<file path="src/rtl/iob_ptfloat_normalize_pkg.sv">
`default_nettype none
// +--------------------------------------------------------------------+
// | Module   : iob_ptfloat_normalize_pkg                               |
// | Brief    : Shared constants for the pt-float mantissa normalizer.  |
// | Revision : 1.0 - initial release                                   |
// +--------------------------------------------------------------------+
package iob_ptfloat_normalize_pkg;

  // Controller states: accept, iterate the shift loop, hold the result
  localparam logic [1:0] ST_IDLE = 2'd0;
  localparam logic [1:0] ST_NORM = 2'd1;
  localparam logic [1:0] ST_DONE = 2'd2;

endpackage : iob_ptfloat_normalize_pkg
`default_nettype wire

</file>
<file path="src/rtl/iob_ptfloat_normalize.sv">
`default_nettype none
// +--------------------------------------------------------------------+
// | Module   : iob_ptfloat_normalize                                   |
// | Brief    : Sequential two's-complement mantissa normalizer. Shifts |
// |            the mantissa until its top two fraction bits differ,    |
// |            tracking the exponent, one decision per cycle.          |
// | Revision : 1.0 - initial release                                   |
// +--------------------------------------------------------------------+
module iob_ptfloat_normalize
  import iob_ptfloat_normalize_pkg::*;
#(
  parameter  int DATA_W    = 32,
  parameter  int EW_W      = 4,
  localparam int EW_MAX    = 2**EW_W - 1,
  localparam int EXP_MAX_W = EW_MAX,
  localparam int MAN_MAX_W = DATA_W - EW_W
) (
  input  logic                 clk_i,
  input  logic                 rst_n_i,
  input  logic                 valid_i,
  output logic                 ready_o,
  input  logic [EXP_MAX_W+1:0] exp_i,
  input  logic [MAN_MAX_W+1:0] man_i,
  output logic                 valid_o,
  input  logic                 ready_i,
  output logic [EXP_MAX_W+1:0] exp_o,
  output logic [MAN_MAX_W-1:0] man_o,
  output logic                 man_sign_o,
  output logic                 zero_o
);

  localparam int EXP_W = EXP_MAX_W + 2;
  localparam int MAN_W = MAN_MAX_W + 2;
  // Most negative representable exponent: below this no further left shift
  localparam logic [EXP_W-1:0] EXP_FLOOR = {1'b1, {(EXP_W-1){1'b0}}};
  localparam logic [EXP_W-1:0] STEP_DEC  = {EXP_W{1'b1}};
  localparam logic [EXP_W-1:0] STEP_INC1 = EXP_W'(1);
  localparam logic [EXP_W-1:0] STEP_INC2 = EXP_W'(2);

  logic [1:0]           state_q, state_d;
  logic [EXP_W-1:0]     e_q, e_d;
  logic [MAN_W-1:0]     m_q, m_d;
  logic [EXP_W-1:0]     exp_q, exp_d;
  logic [MAN_MAX_W-1:0] man_q, man_d;
  logic                 zero_q, zero_d;

  logic                 w_zero;
  logic                 w_ovf2;
  logic                 w_ovf1;
  logic                 w_is_norm;
  logic                 w_at_floor;
  logic [EXP_W-1:0]     w_e_step;
  logic [EXP_W-1:0]     w_e_sum;

  assign w_zero     = ~|m_q;
  assign w_ovf2     = m_q[MAN_W-1] ^ m_q[MAN_W-2];
  assign w_ovf1     = m_q[MAN_W-2] ^ m_q[MAN_W-3];
  assign w_is_norm  = m_q[MAN_MAX_W-1] ^ m_q[MAN_MAX_W-2];
  assign w_at_floor = (e_q == EXP_FLOOR);

  // Single exponent adder shared by right-shift (+2/+1) and left-shift (-1)
  always_comb begin
    w_e_step = STEP_DEC;
    if (w_ovf2) begin
      w_e_step = STEP_INC2;
    end else if (w_ovf1) begin
      w_e_step = STEP_INC1;
    end
    w_e_sum = e_q + w_e_step;
  end

  // Next-state and datapath decisions, priority ordered inside NORM
  always_comb begin
    state_d = state_q;
    e_d     = e_q;
    m_d     = m_q;
    exp_d   = exp_q;
    man_d   = man_q;
    zero_d  = zero_q;
    case (state_q)
      ST_IDLE: begin
        if (valid_i) begin
          e_d     = exp_i;
          m_d     = man_i;
          state_d = ST_NORM;
        end
      end
      ST_NORM: begin
        if (w_zero) begin
          man_d   = '0;
          exp_d   = '0;
          zero_d  = 1'b1;
          state_d = ST_DONE;
        end else if (w_ovf2) begin
          man_d   = m_q[MAN_W-1:2];
          exp_d   = w_e_sum;
          zero_d  = 1'b0;
          state_d = ST_DONE;
        end else if (w_ovf1) begin
          man_d   = m_q[MAN_W-2:1];
          exp_d   = w_e_sum;
          zero_d  = 1'b0;
          state_d = ST_DONE;
        end else if (w_is_norm || w_at_floor) begin
          // Normalized, or exponent cannot go lower: emit as-is
          man_d   = m_q[MAN_MAX_W-1:0];
          exp_d   = e_q;
          zero_d  = 1'b0;
          state_d = ST_DONE;
        end else begin
          m_d = {m_q[MAN_W-2:0], 1'b0};
          e_d = w_e_sum;
        end
      end
      ST_DONE: begin
        if (ready_i) begin
          state_d = ST_IDLE;
        end
      end
      default: state_d = ST_IDLE;
    endcase
  end

  // State and datapath registers with synchronous active-low clear
  always_ff @(posedge clk_i) begin
    if (!rst_n_i) begin
      state_q <= ST_IDLE;
      e_q     <= '0;
      m_q     <= '0;
      exp_q   <= '0;
      man_q   <= '0;
      zero_q  <= 1'b0;
    end else begin
      state_q <= state_d;
      e_q     <= e_d;
      m_q     <= m_d;
      exp_q   <= exp_d;
      man_q   <= man_d;
      zero_q  <= zero_d;
    end
  end

  // ready_o is gated by reset so it stays low while reset is held
  assign ready_o    = rst_n_i & (state_q == ST_IDLE);
  assign valid_o    = (state_q == ST_DONE);
  assign exp_o      = exp_q;
  assign man_o      = man_q;
  assign man_sign_o = man_q[MAN_MAX_W-1];
  assign zero_o     = zero_q;

endmodule : iob_ptfloat_normalize
`default_nettype wire

</file>
<file path="config.mk">
export PLATFORM = sky130hd
export DESIGN_NAME = iob_ptfloat_normalize
export DESIGN_NICKNAME = d
export VERILOG_FILES = /design/src/rtl/iob_ptfloat_normalize_pkg.sv /design/src/rtl/iob_ptfloat_normalize.sv
export SDC_FILE = /design/constraint.sdc
export NUM_CORES = 1
export LEC_CHECK = 0
export ABC_CLOCK_PERIOD_IN_PS = 8500
export BUFFER_PORTS_ARGS = -buffer_cell sky130_fd_sc_hd__buf_2
export CAP_MARGIN = 5
export CORE_MARGIN = 2
export CORE_UTILIZATION = 40
export CTS_CLUSTER_SIZE = 8
export DETAILED_ROUTE_END_ITERATION = 12
export PLACE_DENSITY = 0.69
export SYNTH_ARGS = -nofsm -noshare
export SYNTH_HDL_FRONTEND = slang
export SYNTH_SLANG_ARGS = --single-unit
</file>
<file path="constraint.sdc">
create_clock -name clk_i -period 8.5 [get_ports clk_i]
set_clock_uncertainty 0.1 [all_clocks]
set_input_delay 1.275 -clock clk_i [delete_from_list [all_inputs] [get_ports clk_i]]
set_output_delay 1.275 -clock clk_i [all_outputs]
set_load 0.02 [all_outputs]
</file>
Word level (Yosys, flattened, before mapping)

Cells that the tools add are included.

Add/subtract/negate cells: 1
Equality and inequality tests: 11
Mux-type cells: 33
Bitwise logic cells: 4
Reduce and logical (&&, ||, !) cells: 7

Operators with widths:

| cell                                                                   | number |
|---|---|
| 17-bit 2-to-1 mux                                                      | 11 |
| 30-bit 2-to-1 mux                                                      | 5 |
| 28-bit 2-to-1 mux                                                      | 4 |
| 30-bit one-hot mux with 2 select lines                                 | 1 |
| 17-bit one-hot mux with 2 select lines                                 | 1 |
| 30-bit OR reduction                                                    | 1 |
| 17-bit adder                                                           | 1 |
| 17-bit equality test (second input constant)                           | 1 |
| 2-bit 2-to-1 mux                                                       | 6 |
| 2-bit != test (second input constant)                                  | 5 |
| 2-bit one-hot mux with 3 select lines                                  | 1 |
| 6-bit AND reduction                                                    | 1 |
| 5-bit != test (second input constant)                                  | 1 |
| 1-bit 2-to-1 mux                                                       | 4 |
| 4-bit by 3-bit != test with 1-bit output (second input constant)       | 1 |
| 3-bit AND reduction                                                    | 1 |
| 1-bit XOR                                                              | 3 |
| 2-bit by 1-bit equality test with 1-bit output (second input constant) | 1 |
| 2-bit equality test (second input constant)                            | 1 |
| 2-bit zero test                                                        | 1 |
| 2-bit by 1-bit != test with 1-bit output (second input constant)       | 1 |
| 2-bit AND reduction                                                    | 1 |
| 2-bit nonzero test                                                     | 1 |
| 1-bit AND                                                              | 1 |
| 1-bit logical OR                                                       | 1 |

Register bits: 95
Output and inout bits: 49
Word-level logic and storage cells: 62

Logic depth before layout (Yosys ltp)

Gate-level depths: netlist of run 1.

Depth in word-level cells: 9
Gate-level depth with buffers: 14
Depth with buffers taken out: 12

Worst setup path before layout of run 1

Ideal clock, no wire load.

Path kind: input to output
From: in rst_n_i
To: out ready_o
Arrival: 2029 ps
Data required time: 7125 ps
Setup slack: 5096 ps
Stages on the path: 3
Buffers on the path: 2
Cell sequence: clkbuf_1 clkbuf_1 and2_1

Word-level cells in the longest chain between the ends: 1

Ends and longest elaborated chain:

| what               | line                         | source |
|---|---|---|
| start: declaration | iob_ptfloat_normalize.sv:19  | `input logic rst_n_i,` |
| 1-bit AND          | iob_ptfloat_normalize.sv:144 | `assign ready_o = rst_n_i & (state_q == ST_IDLE);` |
| end: declaration   | iob_ptfloat_normalize.sv:21  | `output logic ready_o,` |

Every way passes these cells.

Worst setup path after layout of run 1

From: reg m_q[28]
To: reg m_q[29]

Word-level cells in the longest chain between the ends: 5

Ends and longest elaborated chain:

| what                                   | line                         | source |
|---|---|---|
| start: declaration                     | iob_ptfloat_normalize.sv:42  | `logic [MAN_W-1:0] m_q, m_d;` |
| start signal: assignment               | iob_ptfloat_normalize.sv:136 | `m_q <= m_d;` |
| 30-bit 2-to-1 mux                      | iob_ptfloat_normalize.sv:104 | `end else if (w_is_norm \|\| w_at_floor) begin` |
| 30-bit 2-to-1 mux                      | iob_ptfloat_normalize.sv:99  | `end else if (w_ovf1) begin` |
| 30-bit 2-to-1 mux                      | iob_ptfloat_normalize.sv:94  | `end else if (w_ovf2) begin` |
| 30-bit 2-to-1 mux                      | iob_ptfloat_normalize.sv:89  | `if (w_zero) begin` |
| 30-bit one-hot mux with 2 select lines | iob_ptfloat_normalize.sv:80  | `case (state_q)` |

Several ways; a longest one is shown, not always the timed one. The select of a mux whose other input is x is not followed.
A chain may end at the register's enable or synchronous reset.

==> flow_summary.toml, run 1 <==
[status]
outcome = "completed"

[global_routing]
grt_pass1_wl_um = 24100
grtUsageTotal = 0.201
grt_max_degree = 71
grt_pass1_vias = 4839
antenna_found_initial = 1
grt_overflow = 0

[cts]
postCtsHoldBufs = 0
clk_path_buf_depth = 2
clock_insertion_delay_worst_skew_ns = 0.36
numCtsBuffers = 9
cts.reportedPaths.clkPinSlew_ns = 0.07
cts_resized = 0
cts_sinks = 95
cts_tree = "built"
clockRootBuffer = "clkbuf_16"
h-tree-depth = 3
cts_setup_buffers = 0

[synthesis]
synth_cells = 718
synth_edf_count = 0
synth_seq_area_share = 0.331
yosysUniqueCellTypes = 65
syn-cell-area_mm2 = 0.00575
yosys_register_bits = 95
async_flop_share = 0
ys_warn_count = 0
synth_flop_cell = "dfxtp_1"
syn_avg_cell_area_um2 = 8.01
syn-num-nets = 777

[cells_and_area]
layout_commonest_cell = "nand2_1"
nets = 826
mostFrequentLayoutCells = "120 x nand2_1, 99 x buf_2, 95 x dfxtp_1, 50 x nor2b_1, 48 x a22oi_1"
layout-drive-gt1-share = 0.189
areaGrowthSynthToFinish_pct = 13.8
postLayoutCellArea_mm2 = 0.00654
final_cells = 953
postLayoutCoreUtil = 0.469

[sta]
worst_pin_slew_ns = 1.07
slew_violations = 0
fin_hold_ws_ns = 0.342
setup_viol = 0
max_slew_margin = 0.286
finalHoldViolations = 0
rsz0062_at_grt = "no"
layout_setup_ws_ns = 4.24
fin_tns_setup_ns = 0
max_freq_mhz = 235
post-route-min-period_ns = 4.26
post-route-period-util = 0.501

[hold_path]
hp-start = "zero_o"
min_path_type = "reg2reg"
holdPathEnd = "zero_o"
hold_depth = 2

[critical_path]
crit_chain = "inv_1 > ha_1 > nand2b_1 > buf_4 > inv_1 > nand2b_1 > a31o_2 > o31ai_4 > buf_4 > o211ai_1 > o211a_1"
startpoint_type = "register"
path_max_fanout = 60
r2r_start = "m_q[28]"
crit_slowest_cell = "o31ai_4"
path_class = "reg2reg"
worstSetupEndpointType = "register"
r2r-end = "m_q[29]"
r2r_setup_slack_ns = 4.24
reg2reg_depth = 11
critical-path-max-stage-delay_ns = 0.93
crit_arrival_ns = 4.42
cp.required_ns = 8.66

[place]
post-place-ws_ns = 4.30
dpl.hpwl_um = 10200
numPortBuffers = 99
place_congestion = 0.912
placed_cell_area_mm2 = 0.00626
dpl.cell_count = 936

[die]
pin_count = 100
die_height_um = 124
core_region_area_mm2 = 0.0139
die-width_um = 124
rows = 43
dieArea_mm2 = 0.0153
start_util = 0.413

[pwr]
p_per_area_mw_per_mm2 = 268
p_leak_nw = 2.98
vdd_drop_max_mv = 0.144
p_total_mw = 1.76

[detailed_routing]
met2_length_um = 6930
first_pass_iters = 5
drc = 0
dr_wl_met3_um = 882
ant_nets = 0
vias_per_cell = 5.53
first_iter_violations = 430
highest_layer = "met4"
num_vias = 5269
wire_per_inst_um = 15.8
wirelength_met1_um = 7090
wirelength_um = 15100

[run]
drv_cap = 0
[state kept, by name, summed over array words and instances (netlist names)]
signal   flops
state_q      2
m_q         30
zero_o       1
e_q         17
exp_o       17
man_o       28
[layer usage]
metal | track usage | vias up
met1 | 0.273 | 2440
li1 | - | 2661
met2 | 0.318 | 154
met5 | 0 | -
met4 | 0.0548 | 0
met3 | 0.0485 | 14
[critical path, delay by kind of cell (launching register included)]
kind	cells	cell delay (ns)
fa+ha+maj	1	0.31
flops	1	0.41
buf+inv	4	1.47
compound gates	4	1.58
simple gates	2	0.25
[cell usage after synthesis, types with 20 or more instances]
| cell | count | area share |
|---|---|---|
| a22oi_1 | 48 | 0.063 |
| nand3_1 | 44 | 0.038 |
| o21ai_0 | 34 | 0.030 |
| xnor2_1 | 20 | 0.030 |
| nor2_1 | 22 | 0.014 |
| nand2_1 | 120 | 0.078 |
| nor2b_1 | 51 | 0.055 |
| clkbuf_1 | 36 | 0.024 |
| dfxtp_1 | 95 | 0.33 |
| mux2i_1 | 29 | 0.050 |
| buf_2 | 23 | 0.020 |
| o211a_1 | 36 | 0.063 |
[worst max path at each step]
stage	from	cells after the start	to
6_report	m_q[28]	11	m_q[29]
3_5_place_dp	m_q[28]	11	e_q[2]
2_1_floorplan	rst_n_i	3	ready_o
4_1_cts	m_q[28]	11	m_q[6]
3_3_place_gp	m_q[28]	11	e_q[16]
5_1_grt	m_q[28]	11	e_q[2]
[kinds of logic (layout without fill, tap and decap cells)]
family                     after synthesis  in the layout  synth area share
and+or+nand+nor                        284            284             0.245
AOI/OAI and AO/OA                      190            190             0.246
DFF                                     95             95             0.331
buffers and inverters                   83            137            0.0638
muxes                                   31             31            0.0544
xor gates and xnor gates                26             26            0.0396
adders and majority gates                9              9            0.0205
other                                    0              1                 0
[area by class of cell]
class	instances	area [um2]
Antenna cell	1	2.50
Clock buffer	9	225
Clock inverter	7	56.3
Fill cell	1401	7390
Inverter	13	48.8
Multi-Input combinational cell	540	3520
Sequential cell	95	1900
Tap cell	180	225
Timing Repair Buffer	108	563
[where the power goes]
| part | leakage (nW) | internal [mW] | total [mW] | switching (mW) |
|---|---|---|---|---|
| clock | 0.136 | 0.203 | 0.398 | 0.196 |
| sequential | 0.777 | 0.508 | 0.600 | 0.0923 |
| combinational | 2.07 | 0.306 | 0.757 | 0.451 |
Power figures use the tool's default switching activity.
==> run 2, diff against run 1 <==
ABC_CLOCK_PERIOD_IN_PS = 4500   (was 8500)
clock period = 4.5 ns   (was 8.5 ns; I/O delays follow)
==> run 2 against run 1 <==
  * Global-route usage up 0.45 points
  * Register-to-register slack worse by 3.2 ns
  * Design area up 0.52%
  * Largest cell class unchanged
  * Clock power up 93%
  * Sequential power up 90%
  * First-iteration DRC count up 32%
==> flow_summary.toml, run 2 (synthesis gave the netlist of run 1 again) <==
[cts]
postCtsHoldBufs = 0
numCtsBuffers = 9
cts_tree = "built"
cts_sinks = 95
clk_path_buf_depth = 2
clock_insertion_delay_worst_skew_ns = 0.35
cts_resized = 0
cts.reportedPaths.clkPinSlew_ns = 0.06
h-tree-depth = 3
cts_setup_buffers = 0
clockRootBuffer = "clkbuf_16"

[place]
post-place-ws_ns = 1.07
numPortBuffers = 99
dpl.cell_count = 940
placed_cell_area_mm2 = 0.00629
dpl.hpwl_um = 10400
place_congestion = 0.891

[global_routing]
grtUsageTotal = 0.205
grt_overflow = 0
grt_pass1_wl_um = 24900
grt_max_degree = 68
grt_pass1_vias = 4904
antenna_found_initial = 0

[cells_and_area]
layout-drive-gt1-share = 0.190
top_register = "m_q"
nets = 830
layout_commonest_cell = "nand2_1"
postLayoutCellArea_mm2 = 0.00657
num_antenna_cells = 0
largest_register_ff_count = 30
mostFrequentLayoutCells = "120 x nand2_1, 99 x buf_2, 95 x dfxtp_1, 50 x nor2b_1, 48 x a22oi_1"
postLayoutCoreUtil = 0.472
areaGrowthSynthToFinish_pct = 14.3
final_cells = 954
seqCellArea_mm2 = 0.00190
fillers = 1363
multi_input_area_mm2 = 0.00352

[die]
die_height_um = 124
die-width_um = 124
dieArea_mm2 = 0.0153
core_region_area_mm2 = 0.0139
rows = 43
pin_count = 100
start_util = 0.413

[sta]
slew_violations = 0
setup_viol = 0
fin_tns_setup_ns = 0
max_slew_margin = 0.404
worst_pin_slew_ns = 0.893
max_freq_mhz = 288
rsz0062_at_grt = "no"
layout_setup_ws_ns = 1.03
post-route-min-period_ns = 3.47
finalHoldViolations = 0
post-route-period-util = 0.770

[pwr]
p_leak_nw = 3.00
vdd_drop_max_mv = 0.266
p_per_area_mw_per_mm2 = 511

[detailed_routing]
first_pass_iters = 5
ant_nets = 0
wirelength_um = 15200
wire_per_inst_um = 16.0
num_vias = 5278
drc = 0
first_iter_violations = 567
vias_per_cell = 5.53

[critical_path]
worstSetupEndpointType = "register"
crit_arrival_ns = 3.60
startpoint_type = "register"
path_max_fanout = 58
cp.required_ns = 4.64
path_class = "reg2reg"

[hold_path]
min_path_type = "reg2reg"

[run]
drv_cap = 0

[status]
outcome = "completed"
run 2: per-layer routing:
metal,global-route usage,vias to the layer above,routed length [um]
met5,0,-,0
met4,0.0534,0,170
met3,0.0426,11,937
met2,0.337,156,7010
met1,0.274,2450,7120
li1,-,2661,-
run 2: power by group:
part | switching, mW | internal [mW] | total (mW)
Combinational | 0.859 | 0.594 | 1.45
Sequential | 0.176 | 0.960 | 1.14
Clock | 0.327 | 0.440 | 0.767
Total | 1.36 | 1.99 | 3.36
run 2: worst max-delay path, stage by stage (launching register included):
cell and delay (ns):
dfxtp_1 0.41, inv_1 0.08, ha_1 0.32, buf_4 0.41
inv_1 0.09, ha_1 0.24, a21o_1 0.24, maj3_1 0.45
a21oi_1 0.28, a211o_1 0.18, mux2_2 0.34, a21oi_1 0.15
o22ai_1 0.08
run 2: area by class of cell:
type / instances / area share
timing repair buffer: 112 / 0.0902
inverter: 13 / 0.00742
sequential: 95 / 0.289
tap: 180 / 0.0343
multi-input combinational: 540 / 0.535
clock buffer: 11 / 0.0369
clock inverter: 3 / 0.00685
run 2: stage by stage:
| step | hold slack, ns | power [mW] |
|---|---|---|
| after detailed placement | 0.330 | 2.60 |
| final | 0.337 | 3.36 |
| after global routing | 0.368 | 3.60 |
| after floorplan | 0.372 | 2.26 |
| after CTS | 0.340 | 3.37 |
| after global placement | 0.329 | 2.59 |
run 2: final timing paths:
check                             start      end  slack (ns)  cells after the start
worst max-delay path            m_q[28]  e_q[15]        1.03                     12
worst min-delay path             zero_o   zero_o        0.34                      2
worst max register to register  m_q[28]  e_q[15]        1.03                     12
worst min register to register   zero_o   zero_o        0.34                      2
==> run 3, diff against run 2 <==
ABC_CLOCK_PERIOD_IN_PS = 3100   (was 4500)
PLACE_DENSITY = 0.72   (was 0.69)
clock period = 3.1 ns   (was 4.5 ns; I/O delays follow)
==> run 3 against run 2 <==
  * Critical endpoint unchanged
  * Design area rose by 3.4%
  * Clock power up 63%
  * Via count grew 2.0%
  * Cell count increased by 1.8%
  * Combinational power is 58% higher
  * Flip-flop and latch count did not move
  * Utilization rose by 1.6 points
  * Largest cell class unchanged
  * Wire length grew 4.5%
  * Critical path type unchanged
  * Non-clock buffer count is 15 higher
  * Clock-buffer cell count decreased by 2
==> flow_summary.toml, run 3 (synthesis gave the netlist of run 1 again) <==
[place]
numPortBuffers = 99
post-place-ws_ns = 0.0136
place_congestion = 0.936
dpl.hpwl_um = 11000
dpl.cell_count = 955

[sta]
setup_viol = 0
fin_hold_ws_ns = 0.289
max_slew_margin = 0.591
slew_violations = 0
max_freq_mhz = 339
finalHoldViolations = 0
post-route-period-util = 0.952
worst_pin_slew_ns = 0.614
post-route-min-period_ns = 2.95
layout_setup_ws_ns = 0.147
rsz0062_at_grt = "no"

[critical_path]
path_common_cell = "ha_1"
crit_slowest_cell = "dfxtp_4"
r2r_setup_slack_ns = 0.15
critPathTopFamily = "adder cells"
cp.required_ns = 3.23
worstSetupEndpointType = "register"
crit_chain = "inv_1 > ha_1 > or2_4 > ha_1 > a21o_1 > maj3_2 > a21oi_4 > a211o_1 > mux2_2 > a21oi_1 > o22ai_1"
cp.buffers_inverters = 1
reg2reg_depth = 11
startpoint_type = "register"
r2r_start = "m_q[28]"
path_class = "reg2reg"
crit_arrival_ns = 3.09
critical-path-max-stage-delay_ns = 0.38
path_max_fanout = 5
r2r-end = "e_q[15]"

[cts]
cts_setup_buffers = 0
h-tree-depth = 3
clockRootBuffer = "clkbuf_16"
clk_path_buf_depth = 2
cts_tree = "built"
cts_sinks = 95
numCtsBuffers = 9
cts.reportedPaths.clkPinSlew_ns = 0.07
clock_insertion_delay_worst_skew_ns = 0.36

[global_routing]
grt_use_met1 = 0.301
antenna_found_initial = 1
grt_overflow = 0
gr-max-usage-layer = "met2"
use_met2 = 0.316
grt_pass1_vias = 4763
grt_max_degree = 61
grt_use_met3 = 0.0462
grtUsageTotal = 0.210
grt_pass1_wl_um = 25200

[hold_path]
hold_depth = 3
min_path_type = "in2reg"
holdPathEnd = "m_q[0]"
hp-start = "man_i[0]"

[die]
die_height_um = 124
die-width_um = 124
pin_count = 100
rows = 43
dieArea_mm2 = 0.0153
start_util = 0.413
core_region_area_mm2 = 0.0139

[cells_and_area]
final_cells = 971
areaGrowthSynthToFinish_pct = 18.2
nets = 845
layout_commonest_cell = "nand2_1"
num_antenna_cells = 0
top_register = "m_q"
largest_register_ff_count = 30
mostFrequentLayoutCells = "120 x nand2_1, 99 x buf_2, 94 x dfxtp_1, 50 x nor2b_1, 48 x a22oi_1"
layout-drive-gt1-share = 0.216

[pwr]
p_per_area_mw_per_mm2 = 760
vdd_drop_max_mv = 0.357
p_leak_nw = 3.12

[run]
drv_cap = 0

[detailed_routing]
ant_nets = 0
num_vias = 5381
vias_per_cell = 5.54
first_iter_violations = 377
wirelength_um = 15900
wire_per_inst_um = 16.4
first_pass_iters = 5
drc = 0

[status]
outcome = "completed"
## run 3: cell types whose count changed in the layout (fill, tap and decap cells not counted), sizes merged
cell,previous run,this run
buf,112,127
inv,12,15
clkbuf,11,9
bufinv,1,2
clkinv,1,2
clkinvlp,2,1
## run 3: worst max path at each step
stage | startpoint | endpoint | slack, ns | cells past startpoint
3_5_place_dp | m_q[28] | e_q[15] | 0.01 | 11
4_1_cts | m_q[28] | e_q[15] | 0.05 | 11
6_report | m_q[28] | e_q[15] | 0.15 | 11
5_1_grt | m_q[28] | exp_o[15] | 0.003 | 12
3_3_place_gp | m_q[28] | e_q[15] | 0.11 | 11
2_1_floorplan | m_q[27] | e_q[15] | -0.02 | 12
## run 3: metal layers
layer	wire length, um	vias up
met2	7160	166
met1	7420	2494
met5	7	-
li1	-	2698
met3	1110	21
met4	222	2
## run 3: area by class of cell
cell class	count	area (um2)
Clock buffer	9	225
Timing Repair Buffer	127	734
Tap cell	180	225
Clock inverter	7	104
Sequential cell	95	1910
Multi-Input combinational cell	540	3550
Fill cell	1344	7140
Inverter	13	48.8
## run 3: report_power, final
part / internal (mW) / total [mW] / switching, mW
Clock: 0.720 / 1.25 / 0.530
Sequential: 1.39 / 1.63 / 0.239
Combinational: 0.957 / 2.29 / 1.33
## run 3: per-stage QoR
stage                     utilization  cell area (um2)  power [mW]  TNS, ns
after floorplan                     -             5770        3.30  -0.0242
after global placement          0.461             6430        3.87        0
after detailed placement        0.461             6430        3.89        0
after CTS                       0.485             6760        5.14        0
after global routing            0.488             6800        5.49        0
final                           0.488             6800        5.17        0
## run 3: repair_timing
| action | CTS | global route |
|---|---|---|
| gates resized for setup | 1 | 9 |
| setup endpoints to repair | 1 | 8 |
| endpoints found under the hold margin | 0 | 0 |
| hold buffers | 0 | 0 |
| cloned | 0 | 0 |
## run 3: tightest hold or removal path, stage by stage
cell	delay (ns)
buf_2	0.11
nand3_1	0.06
a21boi_0	0.07
